File: config.mk
export PLATFORM = sky130hd
export DESIGN_NAME = fib_bcd_converter
export DESIGN_NICKNAME = d
export VERILOG_FILES = /design/src/rtl/fib_bcd_converter.sv
export SDC_FILE = /design/constraint.sdc
export NUM_CORES = 1
export LEC_CHECK = 0
export CAP_MARGIN = 10
export CORE_UTILIZATION = 40
export CTS_BUF_LIST = sky130_fd_sc_hd__clkbuf_4 sky130_fd_sc_hd__clkbuf_8
export DETAILED_ROUTE_END_ITERATION = 10
export GPL_ROUTABILITY_DRIVEN = 0
export PLACE_DENSITY_LB_ADDON = 0.05
export SYNTH_ARGS = -nofsm -noshare
export SYNTH_HDL_FRONTEND = slang
export SYNTH_SLANG_ARGS = --single-unit
File: constraint.sdc
create_clock -name clk -period 4 [get_ports clk]
set_input_delay 0.4 -clock clk [delete_from_list [all_inputs] [get_ports clk]]
set_output_delay 0.4 -clock clk [all_outputs]
set_load 0.02 [all_outputs]
File: src/rtl/fib_bcd_converter.sv
// Iterative double-dabble converter: one unsigned WIDTH-bit term in, packed BCD plus
// significant-digit count out, one shift per cycle behind valid/ready on both sides.
module fib_bcd_converter #(
    parameter int WIDTH  = 32,
    parameter int DIGITS = 10
) (
    input  logic                  clk,
    input  logic                  reset,
    input  logic                  in_valid,
    output logic                  in_ready,
    input  logic [WIDTH-1:0]      in_data,
    output logic                  out_valid,
    input  logic                  out_ready,
    output logic [4*DIGITS-1:0]   out_bcd,
    output logic [3:0]            out_ndigits
);

    localparam int CW = $clog2(WIDTH + 1);

    typedef enum logic [1:0] {IDLE, SHIFT, DONE} state_t;

    // Nibble-local +3 correction; no carry crosses a digit boundary.
    function automatic logic [4*DIGITS-1:0] add3(input logic [4*DIGITS-1:0] b);
        logic [4*DIGITS-1:0] r;
        r = b;
        for (int i = 0; i < DIGITS; i++) begin
            if (b[4*i +: 4] >= 4'd5) r[4*i +: 4] = b[4*i +: 4] + 4'd3;
        end
        return r;
    endfunction

    function automatic logic [3:0] count_digits(input logic [4*DIGITS-1:0] b);
        logic [3:0] n;
        n = 4'd1;
        for (int i = 0; i < DIGITS; i++) begin
            if (b[4*i +: 4] != 4'd0) n = 4'(i + 1);
        end
        return n;
    endfunction

    state_t                state_q;
    logic [WIDTH-1:0]      bin_q, bin_d;
    logic [4*DIGITS-1:0]   bcd_q, bcd_d;
    logic [CW-1:0]         cnt_q, cnt_d;
    logic [4*DIGITS-1:0]   out_bcd_q;
    logic                  out_valid_q;
    logic                  in_ready_q;

    always_comb begin
        bcd_d = '0;
        bin_d = '0;
        {bcd_d, bin_d} = {add3(bcd_q), bin_q} << 1;
        cnt_d = cnt_q + CW'(1);
    end

    always_ff @(posedge clk) begin
        if (reset) begin
            state_q     <= IDLE;
            bin_q       <= '0;
            bcd_q       <= '0;
            cnt_q       <= '0;
            out_bcd_q   <= '0;
            out_valid_q <= 1'b0;
            in_ready_q  <= 1'b1;
        end else begin
            case (state_q)
                IDLE: begin
                    if (in_valid && in_ready_q) begin
                        bin_q      <= in_data;
                        bcd_q      <= '0;
                        cnt_q      <= '0;
                        in_ready_q <= 1'b0;
                        state_q    <= SHIFT;
                    end
                end
                SHIFT: begin
                    bin_q <= bin_d;
                    bcd_q <= bcd_d;
                    cnt_q <= cnt_d;
                    // The shift happening on this edge is the final one; publish it directly.
                    if (cnt_q == CW'(WIDTH - 1)) begin
                        out_bcd_q   <= bcd_d;
                        out_valid_q <= 1'b1;
                        state_q     <= DONE;
                    end
                end
                DONE: begin
                    if (out_ready) begin
                        out_valid_q <= 1'b0;
                        in_ready_q  <= 1'b1;
                        state_q     <= IDLE;
                    end
                end
                default: begin
                    out_valid_q <= 1'b0;
                    in_ready_q  <= 1'b1;
                    state_q     <= IDLE;
                end
            endcase
        end
    end

    assign in_ready    = in_ready_q;
    assign out_valid   = out_valid_q;
    assign out_bcd     = out_bcd_q;
    assign out_ndigits = count_digits(out_bcd_q);

endmodule
==> metrics.txt <==
status=complete, no violations; Placed Area=6340 um2; Net Switching=0.000604 W; H-tree depth=4; P_int=0.00199 W; core area=13200 um2; Port-buffer cells=81; post-CTS setup buffers=0; Mapped Avg Cell Area=9.13 um2; multiplexer share of the synthesized area=1.90%; area fraction in compound gates after synthesis=21.9%; Critical R2R Launch=state_q[0]; Post-Syn Nets=650; EDFF count, synth=0; CTS Sinks=122; Crit. path cell count=4; Logic pwr share=7.1%; die footprint=14000 um2; Hold Vio Cnt, Final=0; PwrDens=383 nW/um2; Finished Cell Area=6760 um2; CTS Buffer Depth=2; slowest CP cell=nor4_1; Num CTS Buffers=17; Netlist cell types=50; clk_lat worst skew=0.44 ns; ys flop type=dfxtp_1; Root Buffer=clkbuf_8; Post-synth ARST share=0%; Post-Syn Instances=593; Worst-Margin Slew=1.06 ns; Reg2Reg Depth=5; Die X=118 um; largest net degree at the start of global routing=73; fillers=1325; IO Pins=82; Final Max Tran Viols=0; Hold Path Class=input port to flop; Worst-path clk slew=0.07 ns; Layout area overhead=24.8%; termination of the worst setup path=out_ndigits[2]; XOR/XNOR Fraction of Synth Area=2.43%; Vias/cell=5.61; CP top delay family=simple AND/OR/NAND/NOR gates; vias in the first global route=4306; critical path type=flop to primary output; CP Buf/Inv Count=1; Max Cap Viol=0; Max Fclk=0.323 GHz; top post-synthesis cells by area=dfxtp_1, a222oi_1, ha_1, nor2_1, nor3_1; R2R Setup Slk=1.54 ns; Initial DRC Count=295; Synth Area in Adders=4.85%; WHS=0.260 ns; Crit path largest cell delay=0.90 ns; Worst EP required=3.60 ns; power share of the clock group=44.3%; hold path cells=2; GRT Resource Usage Total=20.3%; CTS tree=yes; ratio of cells with drive above 1 in the final layout=7.96%; most frequent cell after synthesis=dfxtp_1; CP max FO=3; CP Launch Type=flop; synthesized flop and latch total=122; Critical Path, Cell by Cell=nor4_1, nand3_1, a31oi_1, clkdlybuf4s50_1; fin crit period=3.10 ns; maximum vdd drop=0.223 mV; Ys Warns=0; DRC viols=0; vias after detailed routing=4793; largest family of logic cells by synthesized area=compound AO/OA/AOI/OAI gates; Synth top area share=45.1%; RR Endpoint=out_bcd[21]; worst min-delay path startpoint=reset; CP endpoint kind=primary output; Lkg Pwr=2.64 nW; Setup TNS=0 ns; die height=118 um; post-synthesis simple-gate area fraction=18.7%; switch share=23.3%; Synth Cell Area=5410 um2; DR pass1 iterations=6; leading area contributor after synthesis=dfxtp_1; routed len/inst=16.6 um; Seq/Total Area, Yosys=45.1%; part of the power in registers=48.6%; Nets=722; RSZ-0062 raised after global routing=false; Fin Clk Skew=0.00961 ns; initial antenna violation count=0; critical path startpoint=out_bcd[39]; final setup vio count=0; routed wire length=14200 um; worst endpoint data arrival time=2.70 ns; total grt overflow=0; FP Rows=42; post-CTS resize count=0; global-route wire length before repair=21900 um; fin crit share=77.4%; Starting Density=40.9%; HPWL after detailed placement=9250 um; post-route ant nets=0; most common library cells after synthesis=dfxtp_1, nor2_1, nor3_1; Ant. Diodes=0; Hold-fix buffers, CTS=0; Max-slew headroom=29.0%
cell families after synthesis:
| logic type | Yosys count |
|---|---|
| flops | 122 |
| fa+ha+maj | 21 |
| mux | 10 |
| buf+inv | 62 |
| simple gates | 200 |
| xor+xnor | 15 |
| compound gates | 163 |
power groups by stage:
stage	clock network, W	registers, W	logic [W]
3_3_place_gp	0	0.00128	0.000183
4_1_cts	0.00117	0.00126	0.000186
5_1_grt	0.00123	0.00126	0.000200
2_1_floorplan	0	0.00128	0.000116
6_report	0.00115	0.00126	0.000184
3_5_place_dp	0	0.00128	0.000186
sequential cells by signal, indices dropped and copies added (netlist names):
name       cells
out_valid      1
bin_q         32
in_ready       1
bcd_q         40
cnt_q          6
state_q        2
out_bcd       40
area by class of cell:
type                    instances  area, um2  share of cell area [%]
inverters                      24       90.1                    1.33
well taps                     176        220                    3.26
clock buffers                  23        292                    4.32
multi-input cells             409       2710                    40.1
flip-flops and latches        122       2440                    36.2
clock inverters                 9        120                    1.78
repair buffers                 91        881                    13.0
routing by layer:
metal	wire, um	up-vias	GRT usage (%)
met1	6540	2331	24.5
met4	172	0	7.93
met5	0	-	0
met2	6850	107	34.5
li1	-	2341	-
met3	605	14	4.92
how the worst min path moves through the flow:
stage / end / slack, ns
3_5_place_dp: out_bcd[0] / 0.45
2_1_floorplan: out_bcd[0] / 0.44
4_1_cts: bcd_q[7] / 0.24
3_3_place_gp: out_bcd[0] / 0.45
6_report: bcd_q[7] / 0.26
5_1_grt: bcd_q[7] / 0.25
cell usage in the layout, fill, tap and decap left out, types with 2 or more instances in the layout:
cell type	instances
bufinv_16	3
nand4_1	2
a22o_1	15
or2_2	3
nor4_1	6
a21oi_1	33
and3_1	16
clkbuf_8	19
nand2b_1	11
or4_1	5
o21a_1	5
a211oi_1	12
dfxtp_1	122
o22ai_1	5
nor3b_1	13
nor3_1	34
nand3_1	14
nor2_1	67
mux2i_1	8
inv_1	24
a22oi_1	4
a222oi_1	29
mux2_2	2
o21ai_1	6
nand2_1	19
xor2_1	5
clkdlybuf4s50_1	80
clkbuf_4	4
buf_4	10
a32o_1	5
o32ai_1	5
o21ai_0	21
a21o_1	15
and2_1	3
ha_1	21
clkinv_2	6
xnor2_1	10
metrics by stage:
stage | setup slack, ns | total power (W) | util, % | instances
floorplan | 1.87 | 0.00140 | - | 593
global placement | 1.41 | 0.00147 | 47.9 | 822
detailed placement | 1.40 | 0.00147 | 47.9 | 822
CTS | 0.903 | 0.00261 | 51.0 | 854
global route | 0.746 | 0.00269 | 51.0 | 854
finish | 0.902 | 0.00259 | 51.0 | 854
Power figures use the tool's default switching activity.
